File: config.mk
export PLATFORM = sky130hd
export DESIGN_NAME = port_rd_sram_matcher
export DESIGN_NICKNAME = d
export VERILOG_FILES = /design/src/rtl/port_rd_pkg.sv /design/src/rtl/port_rd_best_tracker.sv /design/src/rtl/port_rd_sram_matcher.sv
export SDC_FILE = /design/constraint.sdc
export NUM_CORES = 1
export LEC_CHECK = 0
export ABC_AREA = 1
export CORE_UTILIZATION = 33
export DETAILED_ROUTE_END_ITERATION = 6
export GPL_TIMING_DRIVEN = 0
export SYNTH_ARGS = -nofsm -noshare
export SYNTH_HDL_FRONTEND = slang
export SYNTH_SLANG_ARGS = --single-unit
File: constraint.sdc
create_clock -name clk -period 2 [get_ports clk]
set_input_delay 0.4 -clock clk [delete_from_list [all_inputs] [get_ports clk]]
set_output_delay 0.4 -clock clk [all_outputs]
set_load 0.01 [all_outputs]
File: src/rtl/port_rd_pkg.sv
`default_nettype none
// ============================================================================
// Module   : port_rd_pkg
// Brief    : Shared types and constants for the per-port SRAM read matcher.
// Revision : 1.0 - initial release
// ============================================================================
package port_rd_pkg;

   localparam int SRAM_NUM    = 32;
   localparam int SRAM_IDX_W  = 5;
   localparam int AMT_W       = 9;
   localparam int GNT_TIMEOUT = 15;
   localparam int TO_W        = 4;
   localparam int TICK_W      = 5;

   localparam logic [SRAM_IDX_W:0] NO_SRAM = 6'd32;

   typedef enum logic [2:0] {
      ST_IDLE = 3'd0,
      ST_SCAN = 3'd1,
      ST_REQ  = 3'd2,
      ST_READ = 3'd3,
      ST_FIN  = 3'd4
   } state_t;

   // Distance of idx strictly after last, modulo SRAM_NUM; last itself is the farthest.
   function automatic logic [SRAM_IDX_W-1:0] rr_dist(input logic [SRAM_IDX_W-1:0] idx,
                                                     input logic [SRAM_IDX_W-1:0] last);
      rr_dist = idx - last - 5'd1;
   endfunction

endpackage
`default_nettype wire

File: src/rtl/port_rd_best_tracker.sv
`default_nettype none
// ============================================================================
// Module   : port_rd_best_tracker
// Brief    : Qualifies scanned SRAMs and keeps the best (largest queue) choice.
//            PORT_RD_RR_TIEBREAK_EN: equal amounts resolved round-robin.
// Revision : 1.0 - initial release
// ============================================================================
module port_rd_best_tracker
   import port_rd_pkg::*;
(
   input  logic                  clk,
   input  logic                  rst_n,
   input  logic                  i_clear,
   input  logic                  i_capture_en,
   input  logic                  i_serve,
   input  logic                  i_scan_valid,
   input  logic                  i_scan_readable,
   input  logic [SRAM_IDX_W-1:0] i_scan_sram,
   input  logic [AMT_W-1:0]      i_scan_amount,
   output logic [SRAM_IDX_W:0]   o_best_idx,
   output logic                  o_found
);

   logic [AMT_W-1:0]    r_best_amt;
   logic [SRAM_IDX_W:0] r_best_idx;
   logic                w_tie_wins;
   logic                w_cand;

`ifdef PORT_RD_RR_TIEBREAK_EN
   logic [SRAM_IDX_W-1:0] r_last;

   assign w_tie_wins = rr_dist(i_scan_sram, r_last) < rr_dist(r_best_idx[SRAM_IDX_W-1:0], r_last);

   always_ff @(posedge clk or negedge rst_n) begin
      if (!rst_n) begin
         r_last <= 5'd31;
      end else if (i_serve) begin
         r_last <= r_best_idx[SRAM_IDX_W-1:0];
      end
   end
`else
   logic w_unused_serve;

   assign w_tie_wins     = 1'b1;
   assign w_unused_serve = i_serve;
`endif

   assign w_cand = i_scan_valid && i_scan_readable && (i_scan_amount != '0) &&
                   ((i_scan_amount > r_best_amt) ||
                    ((i_scan_amount == r_best_amt) && w_tie_wins));

   always_ff @(posedge clk or negedge rst_n) begin
      if (!rst_n) begin
         r_best_amt <= '0;
         r_best_idx <= NO_SRAM;
      end else if (i_clear) begin
         r_best_amt <= '0;
         r_best_idx <= NO_SRAM;
      end else if (i_capture_en && w_cand) begin
         r_best_amt <= i_scan_amount;
         r_best_idx <= {1'b0, i_scan_sram};
      end
   end

   assign o_best_idx = r_best_idx;
   assign o_found    = !r_best_idx[SRAM_IDX_W];

endmodule
`default_nettype wire

File: src/rtl/port_rd_sram_matcher.sv
`default_nettype none
// ============================================================================
// Module   : port_rd_sram_matcher
// Brief    : Per-port read matcher: scan SRAMs, request a read slot, hold it
//            until the packet drains, pulse completion. Optional macro:
//            PORT_RD_RR_TIEBREAK_EN (round-robin tie-break in the tracker).
// Revision : 1.0 - initial release
// ============================================================================
module port_rd_sram_matcher
   import port_rd_pkg::*;
(
   input  logic                  clk,
   input  logic                  rst_n,
   input  logic [TICK_W-1:0]     match_threshold,
   input  logic                  rd_enable,
   output logic                  rd_finish,
   input  logic [SRAM_IDX_W-1:0] scan_sram,
   input  logic                  scan_valid,
   input  logic                  scan_readable,
   input  logic [AMT_W-1:0]      scan_packet_amount,
   output logic [SRAM_IDX_W:0]   rd_sram,
   output logic                  rd_req,
   input  logic                  rd_gnt,
   output logic                  rd_busy,
   input  logic                  rd_done
);

   state_t            r_state;
   logic [TICK_W-1:0] r_tick;
   logic [TO_W-1:0]   r_to_cnt;
   logic              r_rd_req;
   logic              r_rd_busy;
   logic              r_rd_finish;

   logic              w_found;
   logic              w_commit;
   logic              w_timeout;
   logic              w_clear;
   logic              w_capture;
   logic              w_serve;

   assign w_commit  = (r_state == ST_SCAN) && rd_enable && w_found && (r_tick == match_threshold);
   assign w_timeout = (r_to_cnt == TO_W'(GNT_TIMEOUT - 1));
   // The commit cycle's own candidate is dropped so the requested SRAM is the one decided on.
   assign w_capture = (r_state == ST_SCAN) && rd_enable && !w_commit;
   assign w_serve   = (r_state == ST_READ) && rd_done;

   always_comb begin
      w_clear = 1'b0;
      case (r_state)
         ST_IDLE: w_clear = 1'b1;
         ST_SCAN: w_clear = !rd_enable;
         ST_REQ:  w_clear = !rd_gnt && (!rd_enable || w_timeout);
         ST_READ: w_clear = rd_done;
         ST_FIN:  w_clear = 1'b1;
         default: w_clear = 1'b1;
      endcase
   end

   port_rd_best_tracker u_tracker (
      .clk             (clk),
      .rst_n           (rst_n),
      .i_clear         (w_clear),
      .i_capture_en    (w_capture),
      .i_serve         (w_serve),
      .i_scan_valid    (scan_valid),
      .i_scan_readable (scan_readable),
      .i_scan_sram     (scan_sram),
      .i_scan_amount   (scan_packet_amount),
      .o_best_idx      (rd_sram),
      .o_found         (w_found)
   );

   always_ff @(posedge clk or negedge rst_n) begin
      if (!rst_n) begin
         r_state     <= ST_IDLE;
         r_tick      <= '0;
         r_to_cnt    <= '0;
         r_rd_req    <= 1'b0;
         r_rd_busy   <= 1'b0;
         r_rd_finish <= 1'b0;
      end else begin
         case (r_state)
            ST_IDLE: begin
               r_rd_finish <= 1'b0;
               r_tick      <= '0;
               if (rd_enable) begin
                  r_state <= ST_SCAN;
               end
            end
            ST_SCAN: begin
               if (!rd_enable) begin
                  r_state <= ST_IDLE;
               end else if (w_commit) begin
                  r_state  <= ST_REQ;
                  r_rd_req <= 1'b1;
                  r_to_cnt <= '0;
               end else if (r_tick < match_threshold) begin
                  r_tick <= r_tick + 1'b1;
               end
            end
            ST_REQ: begin
               if (rd_gnt) begin
                  r_state   <= ST_READ;
                  r_rd_req  <= 1'b0;
                  r_rd_busy <= 1'b1;
               end else if (!rd_enable) begin
                  r_state  <= ST_IDLE;
                  r_rd_req <= 1'b0;
               end else if (w_timeout) begin
                  r_state  <= ST_SCAN;
                  r_rd_req <= 1'b0;
                  r_tick   <= '0;
               end else begin
                  r_to_cnt <= r_to_cnt + 1'b1;
               end
            end
            ST_READ: begin
               if (rd_done) begin
                  r_state     <= ST_FIN;
                  r_rd_busy   <= 1'b0;
                  r_rd_finish <= 1'b1;
               end
            end
            ST_FIN: begin
               r_rd_finish <= 1'b0;
               r_state     <= ST_IDLE;
            end
            default: begin
               r_state     <= ST_IDLE;
               r_rd_req    <= 1'b0;
               r_rd_busy   <= 1'b0;
               r_rd_finish <= 1'b0;
            end
         endcase
      end
   end

   assign rd_req    = r_rd_req;
   assign rd_busy   = r_rd_busy;
   assign rd_finish = r_rd_finish;

endmodule
`default_nettype wire
==> results of run 1 <==
[timing repair]
| action | in CTS | in global routing |
|---|---|---|
| cloned | 0 | 0 |
| resized for setup | 1 | 11 |
| hold buffers | 0 | 0 |
| endpoints found under the setup margin | 10 | 17 |
| pin swaps | 0 | 2 |
| buffers inserted | 0 | 2 |
[synth_stat cells]
library cell,n
buf_2,1
nand3_1,38
nand2_2,3
nor3_2,1
xor2_1,4
o21ai_0,3
xnor2_1,1
nor2_4,4
dfstp_2,1
inv_2,2
a21oi_1,7
o311ai_0,1
ha_1,17
o21ai_1,5
inv_1,31
o31ai_1,1
nor2_1,15
nand2_1,71
nor3_1,1
dfrtp_1,29
inv_4,1
nand4_1,1
nand3b_1,1
nand2_4,3
buf_4,1
a21oi_4,1
buf_6,2
o21bai_1,2
o211ai_1,1
nand3_2,6
or2_2,1
a21oi_2,1
a31oi_1,1
[flip-flops by register name, summed over array words and instances, names as in the netlist]
signal,cells
r_to_cnt,4
u_tracker.o_best_idx,6
u_tracker.r_best_amt,9
rd_finish,1
r_tick,5
r_state,3
rd_req,1
rd_busy,1
[cell type report]
cell class	count	area (µm²)	share of cell area, %
buffer	4	37.5	1.44
clock buffer	7	86.3	3.31
clock inverter	1	5.00	0.192
inverter	34	130	4.99
multi-input combinational	190	1150	44.0
sequential	30	752	28.9
tap	75	93.8	3.60
timing repair buffer	36	355	13.6
[stage by stage]
step | TNS, ns | cell area, µm² | std cells | util [%] | power (µW)
after floorplan | 0 | 2020 | 258 | - | 1550
after global placement | -10.24 | 2460 | 367 | 41.5 | 1840
after detailed placement | -6.29 | 2450 | 367 | 41.4 | 1850
after CTS | 0 | 2550 | 375 | 43.0 | 2380
after global routing | 0 | 2610 | 377 | 44.0 | 2580
final | 0 | 2610 | 377 | 44.0 | 2370
[where the power goes]
| group | switching, µW | internal (µW) |
|---|---|---|
| Sequential | 113 | 713 |
| Clock | 231 | 277 |
| Combinational | 635 | 404 |
[final timing paths]
path | from | endpoint | slack [ns] | cells after the start
max | scan_packet_amount[3] | u_tracker.o_best_idx[0] | 0.12 | 12
min | rst_n | u_tracker.r_best_amt[0] | 0.16 | 1
max reg2reg | r_tick[2] | u_tracker.o_best_idx[0] | 0.29 | 10
min reg2reg | u_tracker.o_best_idx[5] | u_tracker.o_best_idx[5] | 0.49 | 2
max in group asynchronous | rst_n | r_state[1] | 1.37 | 1
min in group clk | scan_packet_amount[8] | u_tracker.r_best_amt[8] | 0.45 | 3
[layer usage]
metal | wire (µm) | vias up | global-route usage [%] | share of wire, %
li1 | - | 921 | - | -
met1 | 2160 | 831 | 18.8 | 48
met2 | 2140 | 33 | 25.0 | 48
met3 | 182 | 2 | 3.98 | 4.0
met4 | 16 | 0 | 5.00 | 0.36
met5 | 0 | - | 0 | 0
[worst max-delay path, stage by stage]
cell and delay, ns:
clkdlybuf4s50_1 0.45, ha_1 0.30, nand2_1 0.09, nor2_2 0.13, inv_1 0.04, nor2_1 0.12, nor2_2 0.06, nand2_4 0.10
nand2_4 0.07, buf_6 0.15, nand3_1 0.07, nand2_1 0.05
[cell families (layout without fill, tap and decap cells)]
| family | count (synthesis) | count (layout) |
|---|---|---|
| DFF | 30 | 30 |
| AOI/OAI and AO/OA | 23 | 23 |
| and+or+nand+nor | 145 | 145 |
| xor gates and xnor gates | 5 | 5 |
| buffers and inverters | 38 | 82 |
| adders and majority gates | 17 | 17 |
==> results.py, run 1 <==
metrics = {
    "cts": {
        "clock_sinks": 30,
        "cts_tree": "yes",
        "clk_pin_slew_ns": 0.07,
        "cts_root_buf": "clkbuf_8",
        "clock_path_buffers": 2,
        "cts_max_level": 2,
        "cts_buffers": 5,
        "clk_latency_ns": 0.28,
    },
    "synth": {
        "ys_ff_latch": 30,
        "synth_top_cell_area_share_pct": 35.8,
        "synth_top_family_by_area": "simple AND/OR/NAND/NOR gates",
        "ys_types": 33,
        "synth_area_leader_cell": "dfrtp_1",
        "synth_compound_area_share_pct": 7.17,
        "ys_seq_area_share_pct": 37.1,
        "ys_warn_count": 0,
        "synth_area_um2": 2020,
        "postSynthCellCount": 258,
        "syn_nets": 301,
        "synthAdderAreaFrac_pct": 10.5,
        "synth_area_leaders": "dfrtp_1 36%, nand2_1 13%, ha_1 11%",
        "synthMuxAreaShare_pct": 0,
        "avgSynthCellArea_um2": 7.85,
        "synth_simple_gate_area_share_pct": 34.9,
        "synth_xor_area_share_pct": 2.16,
    },
    "floorplan": {
        "rows": 28,
        "num_io_pins": 35,
        "die_area_um2": 6450,
        "die_w_um": 80.3,
        "core_um2": 5920,
        "fp.dieH_um": 80.3,
        "start_util_pct": 34.2,
    },
    "run_status": {
        "violations": "design-rule violations",
        "outcome": "complete, but fails checks",
    },
    "timing": {
        "fin_skew_ns": 0.00879,
        "worstMarginPinSlew_ns": 0.709,
        "min_period_ns": 1.88,
        "maxSlewViolCount": 0,
        "relSlewSlack_pct": 52.7,
        "clock.fmax_mhz": 532,
        "hold_viol_final": 0,
        "whs_ns": 0.161,
        "setup_viol": 0,
        "rsz0062_at_grt": "no",
        "fin_crit_sh_pct": 94.0,
        "setup_ws_ns": 0.120,
    },
    "worst_hold_path": {
        "hp-class": "in -> async",
    },
    "global_routing": {
        "overflow": 0,
        "grt_pass1_vias": 1678,
        "grt_max_degree": 31,
        "grt_pass1_wl_um": 7470,
        "grt_usage_pct": 15.0,
        "grt_antenna_before_repair": 0,
    },
    "finish": {
        "layout_common_cells": "69 x nand2_1, 38 x nand3_1, 31 x inv_1, 31 x clkdlybuf4s50_1, 29 x dfrtp_1",
        "fillers": 583,
        "antennaDiodeCount": 0,
        "num-nets-final": 344,
        "drive_gt1_share_pct": 14.9,
        "mostFrequentLayoutCell": "nand2_1",
        "area_growth_pct": 28.7,
    },
    "drt": {
        "wire_per_inst_um": 11.9,
        "drt-total-wl_um": 4500,
        "drtIter0Drc": 75,
        "drc": 1,
        "drtAntennaViolNets": 0,
        "dr.pass1.iters": 6,
        "viasPerCell": 4.74,
        "routed-via-count": 1787,
    },
    "setup_path": {
        "start_kind": "primary input",
        "crit_type": "in -> reg",
        "endpoint_kind": "register",
        "crit_arrival_ns": 2.05,
        "path_max_fanout": 10,
        "cp.required_ns": 2.17,
    },
    "power": {
        "p_leak_uw": 0.00132,
        "ir_worst_vdd_v": 0.000399,
        "power.density_nw_per_um2": 911,
    },
    "placement": {
        "gp_congestion": 0.801,
        "pre_cts_slack_ns": -0.348,
        "dp_hpwl_um": 3280,
        "io_buffers": 34,
    },
    "flow_run": {
        "maxCapViolations": 0,
    },
}
Power figures use the tool's default switching activity.
==> inputs of run 2 (changes only) <==
ABC_CLOCK_PERIOD_IN_PS = 1500   (was unset)
CTS_CLUSTER_DIAMETER = 120   (was unset)
clock period = 1.5 ns   (was 2 ns; I/O delays follow)
==> run 2 against run 1 <==
Compared with the run above: the flow finishes with violations (negative setup slack); register-to-register slack worse by 0.48 ns; critical path depth is the same; worst hold slack worse by 0.10 ns; count of clock-buffer cells in the layout is 1 higher; sequential power up 32%; combinational power grew 84%; utilization up 7.3 points; sequential share of layout area decreased by 4.0 points; global-route usage up 2.0 points; die area did not move; highest routed layer unchanged; non-clock buffer count grew 23.
==> results.py, run 2 (same netlist as run 1, synthesis figures left out) <==
metrics = {
    "power": {
        "ir_worst_vdd_v": 0.000554,
        "p_total_uw": 3640,
        "p_leak_uw": 0.00158,
        "clkPwrFrac_pct": 17.5,
        "p_seq_share_pct": 29.9,
        "pwr-share-comb_pct": 52.5,
        "p_int_uw": 2090,
        "switching_share_pct": 42.5,
        "power.density_nw_per_um2": 1200,
        "p_sw_uw": 1550,
    },
    "global_routing": {
        "grt_usage_pct": 17.0,
        "grt_antenna_before_repair": 0,
        "grt_pass1_vias": 1864,
        "grt_max_degree": 31,
        "grt_pass1_wl_um": 8350,
        "overflow": 0,
    },
    "setup_path": {
        "crit_arrival_ns": 1.86,
        "crit_chain": "inv_2 > ha_4 > nand2_2 > nor2_2 > nand2_1 > nor2_1 > nor2_2 > nand2_2 > nand2_4 > buf_8 > nand3_1 > nand2_1",
        "start_kind": "register",
        "crit_type": "reg -> reg",
        "cp_slowest_cell": "dfrtp_1",
        "r2r_cells": 12,
        "endpoint_kind": "register",
        "cp_slowest_stage_delay_ns": 0.38,
        "path_max_fanout": 6,
        "cp.required_ns": 1.68,
    },
    "floorplan": {
        "start_util_pct": 34.2,
        "fp.dieH_um": 80.3,
        "rows": 28,
        "num_io_pins": 35,
        "core_um2": 5920,
        "die_w_um": 80.3,
        "die_area_um2": 6450,
    },
    "finish": {
        "layout_common_cells": "54 x nand2_1, 29 x nand3_1, 27 x dfrtp_1",
        "drive_gt1_share_pct": 33.8,
        "largest_register_ffs": 9,
        "mostFrequentLayoutCell": "nand2_1",
        "antennaDiodeCount": 0,
        "instances_no_fill": 400,
        "area_growth_pct": 50.1,
        "fillers": 580,
        "largest_register": "u_tracker.r_best_amt",
        "finish.instance_area_um2": 3040,
        "num-nets-final": 367,
    },
    "timing": {
        "relSlewSlack_pct": 52.5,
        "setup_ws_ns": -0.187,
        "hold_viol_final": 0,
        "setup_viol": 23,
        "maxSlewViolCount": 0,
        "fin_skew_ns": 0.00639,
        "fin_crit_sh_pct": 112,
        "worstMarginPinSlew_ns": 0.713,
        "clock.fmax_mhz": 593,
        "min_period_ns": 1.69,
        "rsz0062_at_grt": "yes",
    },
    "drt": {
        "drtAntennaViolNets": 0,
        "routed-via-count": 1927,
        "viasPerCell": 4.82,
        "drc": 0,
        "dr.pass1.iters": 4,
        "drtIter0Drc": 38,
        "wire_per_inst_um": 12.6,
        "drt-total-wl_um": 5030,
    },
    "cts": {
        "hold_buffers": 0,
        "clock_path_buffers": 2,
        "clk_latency_ns": 0.29,
        "cts_root_buf": "clkbuf_8",
        "cts_buffers": 5,
        "cts_tree": "yes",
        "cts_max_level": 2,
        "clk_pin_slew_ns": 0.07,
        "clock_sinks": 30,
    },
    "worst_hold_path": {
        "hp-class": "in -> async",
    },
    "run_status": {
        "outcome": "complete, but fails checks",
        "violations": "negative setup slack",
    },
    "placement": {
        "dp_cells": 367,
        "io_buffers": 34,
        "placed_cell_area_um2": 2460,
        "dp_hpwl_um": 3320,
        "gp_congestion": 0.805,
    },
    "flow_run": {
        "maxCapViolations": 0,
    },
}
run 2: area by class of cell:
type                    instances  area (µm²)  share of cell area [%]
plain buffers                   4        41.3                    1.36
clock buffers                   8        80.1                    2.63
inverters                      34         130                    4.28
multi-input cells             190        1380                    45.5
flip-flops and latches         30         754                    24.8
well taps                      75        93.8                    3.09
repair buffers                 59         557                    18.3
run 2: what timing repair did:
action                     4_1_cts  5_1_grt
resized for setup               52       38
pin swaps                       27       27
buffers inserted                19        7
setup endpoints to repair       29       33
cloned                           1        0
run 2: path summary, 6_finish.rpt:
path                                            to  slack [ns]               startpoint
max                        u_tracker.r_best_amt[8]       -0.19  u_tracker.r_best_amt[7]
max reg2reg                u_tracker.r_best_amt[8]       -0.19  u_tracker.r_best_amt[7]
min in group clk           u_tracker.r_best_amt[5]        0.44    scan_packet_amount[5]
min                                      r_tick[3]        0.06                    rst_n
max in group asynchronous                r_tick[2]        0.95                    rst_n
min reg2reg                                rd_busy        0.47                  rd_busy
run 2: routing by layer:
layer	GRT usage, %	share of wire, %
met1	19.5	45
met2	30.8	51
met3	4.77	3.4
met4	4.64	0.80
met5	0	0
run 2: critical path: cells and delay by family (launching register included):
kind	cells	cell delay, ns
adder cells (fa/ha/maj)	1	0.26
buffers and inverters	2	0.21
AND/OR/NAND/NOR	9	0.72
flip-flops	1	0.38
run 2: per-stage QoR:
stage	hold WS, ns	utilization, %	setup slack [ns]	TNS, ns
3_5_place_dp	0.414	41.5	-0.652	-14.78
4_1_cts	0.0964	47.7	-0.170	-2.69
6_report	0.0580	51.3	-0.187	-3.00
3_3_place_gp	0.461	41.6	-0.642	-30.98
5_1_grt	0.111	51.3	-0.283	-5.65
2_1_floorplan	0.00441	-	-0.0554	-0.437
run 2: power groups by stage:
stage	registers, µW	logic, µW	clock network, µW
floorplan	1090	979	0
global route	1110	2120	702
CTS	1080	1650	663
global placement	1110	1370	0
finish	1090	1910	638
detailed placement	1110	1380	0
==> inputs of run 3 (changes only) <==
CORE_UTILIZATION = 48   (was 33)
PLACE_DENSITY = 0.76   (was unset)
SLEW_MARGIN = 30   (was unset)
==> run 3 against run 2 <==
Compared with the run above: highest routed layer unchanged; global-route usage grew 7.3 points; worst setup slack lost 0.097 ns; fmax shrank 5.4%; register-to-register slack lost 0.097 ns; critical endpoint is now u_tracker.r_best_amt[4]; first-iteration DRC count grew to 3.7 times the previous value; the flow still finishes with violations (negative setup slack); routed wire length grew 8.8%.
==> results.py, run 3 (same netlist as run 1, synthesis figures left out) <==
metrics = {
    "timing": {
        "fin_skew_ns": 0.0115,
        "rsz0062_at_grt": "yes",
        "fin_crit_sh_pct": 119,
        "setup_viol": 26,
        "worstMarginPinSlew_ns": 0.412,
        "setup_ws_ns": -0.284,
        "min_period_ns": 1.78,
        "hold_viol_final": 0,
        "clock.fmax_mhz": 561,
        "relSlewSlack_pct": 72.2,
        "maxSlewViolCount": 0,
        "whs_ns": 0.293,
    },
    "setup_path": {
        "cp-startpoint": "u_tracker.r_best_amt[4]",
        "r2r_cells": 12,
        "start_kind": "register",
        "r2r_setup_slack_ns": -0.28,
        "endpoint_kind": "register",
        "cp.required_ns": 1.67,
        "reg2reg_to": "u_tracker.r_best_amt[4]",
        "cp_slowest_stage_delay_ns": 0.40,
        "crit-reg2reg-launch": "u_tracker.r_best_amt[4]",
        "cp_slowest_cell": "dfrtp_1",
        "crit_type": "reg -> reg",
        "crit_arrival_ns": 1.96,
        "crit_chain": "inv_2 > ha_4 > nand2_4 > nor2_4 > inv_1 > nor2_1 > nor2_1 > nand2_2 > nand2_4 > buf_16 > nand3_2 > nand2_1",
        "path_buf_inv": 3,
        "path_max_fanout": 6,
        "critPathTopFamily": "simple AND/OR/NAND/NOR gates",
    },
    "global_routing": {
        "grt_max_degree": 19,
        "overflow": 0,
        "grt_pass1_wl_um": 8030,
        "grt_usage_pct": 24.4,
        "grt_pass1_vias": 1857,
        "grt_antenna_before_repair": 0,
    },
    "drt": {
        "viasPerCell": 5.44,
        "wire_per_inst_um": 14.4,
        "drt-total-wl_um": 5470,
        "drtAntennaViolNets": 0,
        "met1Wirelength_um": 2270,
        "routed-via-count": 2067,
        "dr.pass1.iters": 4,
        "drtIter0Drc": 142,
        "highest_layer": "met4",
        "drc": 0,
        "wl_met2_um": 2830,
        "route.met3.wl_um": 279,
    },
    "cts": {
        "cts_buffers": 5,
        "clk_pin_slew_ns": 0.07,
        "clock_path_buffers": 2,
        "clk_latency_ns": 0.29,
        "cts_root_buf": "clkbuf_8",
        "clock_sinks": 30,
        "cts_max_level": 2,
        "cts_tree": "yes",
    },
    "power": {
        "power.density_nw_per_um2": 1210,
        "p_leak_uw": 0.00168,
        "ir_worst_vdd_v": 0.000596,
    },
    "worst_hold_path": {
        "hp-class": "in -> reg",
        "min_to": "u_tracker.r_best_amt[0]",
        "min_from": "scan_packet_amount[0]",
        "holdPathStages": 3,
    },
    "run_status": {
        "outcome": "complete, but fails checks",
        "violations": "negative setup slack",
    },
    "finish": {
        "layout_common_cells": "46 x nand2_1, 28 x dfrtp_1, 26 x nand3_1",
        "largest_register_ffs": 9,
        "antennaDiodeCount": 0,
        "area_growth_pct": 56.6,
        "fillers": 264,
        "drive_gt1_share_pct": 39.7,
        "num-nets-final": 372,
        "largest_register": "u_tracker.r_best_amt",
        "mostFrequentLayoutCell": "nand2_1",
    },
    "placement": {
        "gp_congestion": 0.869,
        "dp_hpwl_um": 3220,
        "io_buffers": 34,
        "pre_cts_slack_ns": -0.689,
    },
    "floorplan": {
        "core_um2": 4030,
        "die_w_um": 66.9,
        "rows": 23,
        "num_io_pins": 35,
        "die_area_um2": 4480,
        "fp.dieH_um": 66.9,
        "start_util_pct": 50.2,
    },
    "flow_run": {
        "maxCapViolations": 0,
    },
}
run 3: worst max-delay path by stage:
stage / to / slack, ns / cells after the start
2_1_floorplan: u_tracker.o_best_idx[0] / -0.06 / 10
3_3_place_gp: u_tracker.r_best_amt[8] / -0.62 / 12
3_5_place_dp: u_tracker.o_best_idx[0] / -0.69 / 12
4_1_cts: u_tracker.r_best_amt[7] / -0.17 / 12
5_1_grt: u_tracker.r_best_amt[4] / -0.40 / 12
6_report: u_tracker.r_best_amt[4] / -0.28 / 12
run 3: what timing repair did:
action | in CTS | in global routing
hold buffers | 1 | 0
buffers inserted | 14 | 14
hold endpoints to repair | 12 | 0
setup endpoints to repair | 28 | 32
resized for setup | 45 | 65
gates cloned | 1 | 0
pin swaps | 22 | 34
run 3: cell type report:
type	count	area, µm²	area share, %
inverters	34	130	4.11
flip-flops and latches	30	753	23.8
plain buffers	4	41.3	1.30
clock inverters	1	5.00	0.158
multi-input cells	190	1470	46.3
clock buffers	7	86.3	2.72
well taps	50	62.6	1.97
repair buffers	64	623	19.7
run 3: worst reg2reg max path: stages, from the launching register on:
cell and delay [ns]:
dfrtp_1 0.40, inv_2 0.06, ha_4 0.28, nand2_4 0.05
nor2_4 0.11, inv_1 0.06, nor2_1 0.11, nor2_1 0.07
nand2_2 0.12, nand2_4 0.13, buf_16 0.17, nand3_2 0.05
nand2_1 0.06
run 3: metal layers:
metal | up-vias | GRT usage [%]
met4 | 0 | 8.51
met3 | 13 | 4.97
met2 | 76 | 42.6
li1 | 984 | -
met1 | 994 | 29.3
met5 | - | 0
run 3: metrics by stage:
step	util [%]	setup TNS [ns]	total power (µW)	area, µm²	cells
global placement	60.4	-27.87	2450	2430	342
global route	78.7	-6.96	4080	3170	380
finish	78.7	-4.37	3840	3170	380
floorplan	-	-0.437	2070	2030	258
CTS	69.3	-2.52	3360	2790	366
detailed placement	61.0	-15.58	2480	2460	343
run 3: where the power goes:
part / switching (µW) / internal (µW) / total (µW)
Sequential: 158 / 952 / 1110
Clock: 328 / 370 / 698
Combinational: 1170 / 864 / 2030
Total: 1650 / 2190 / 3840
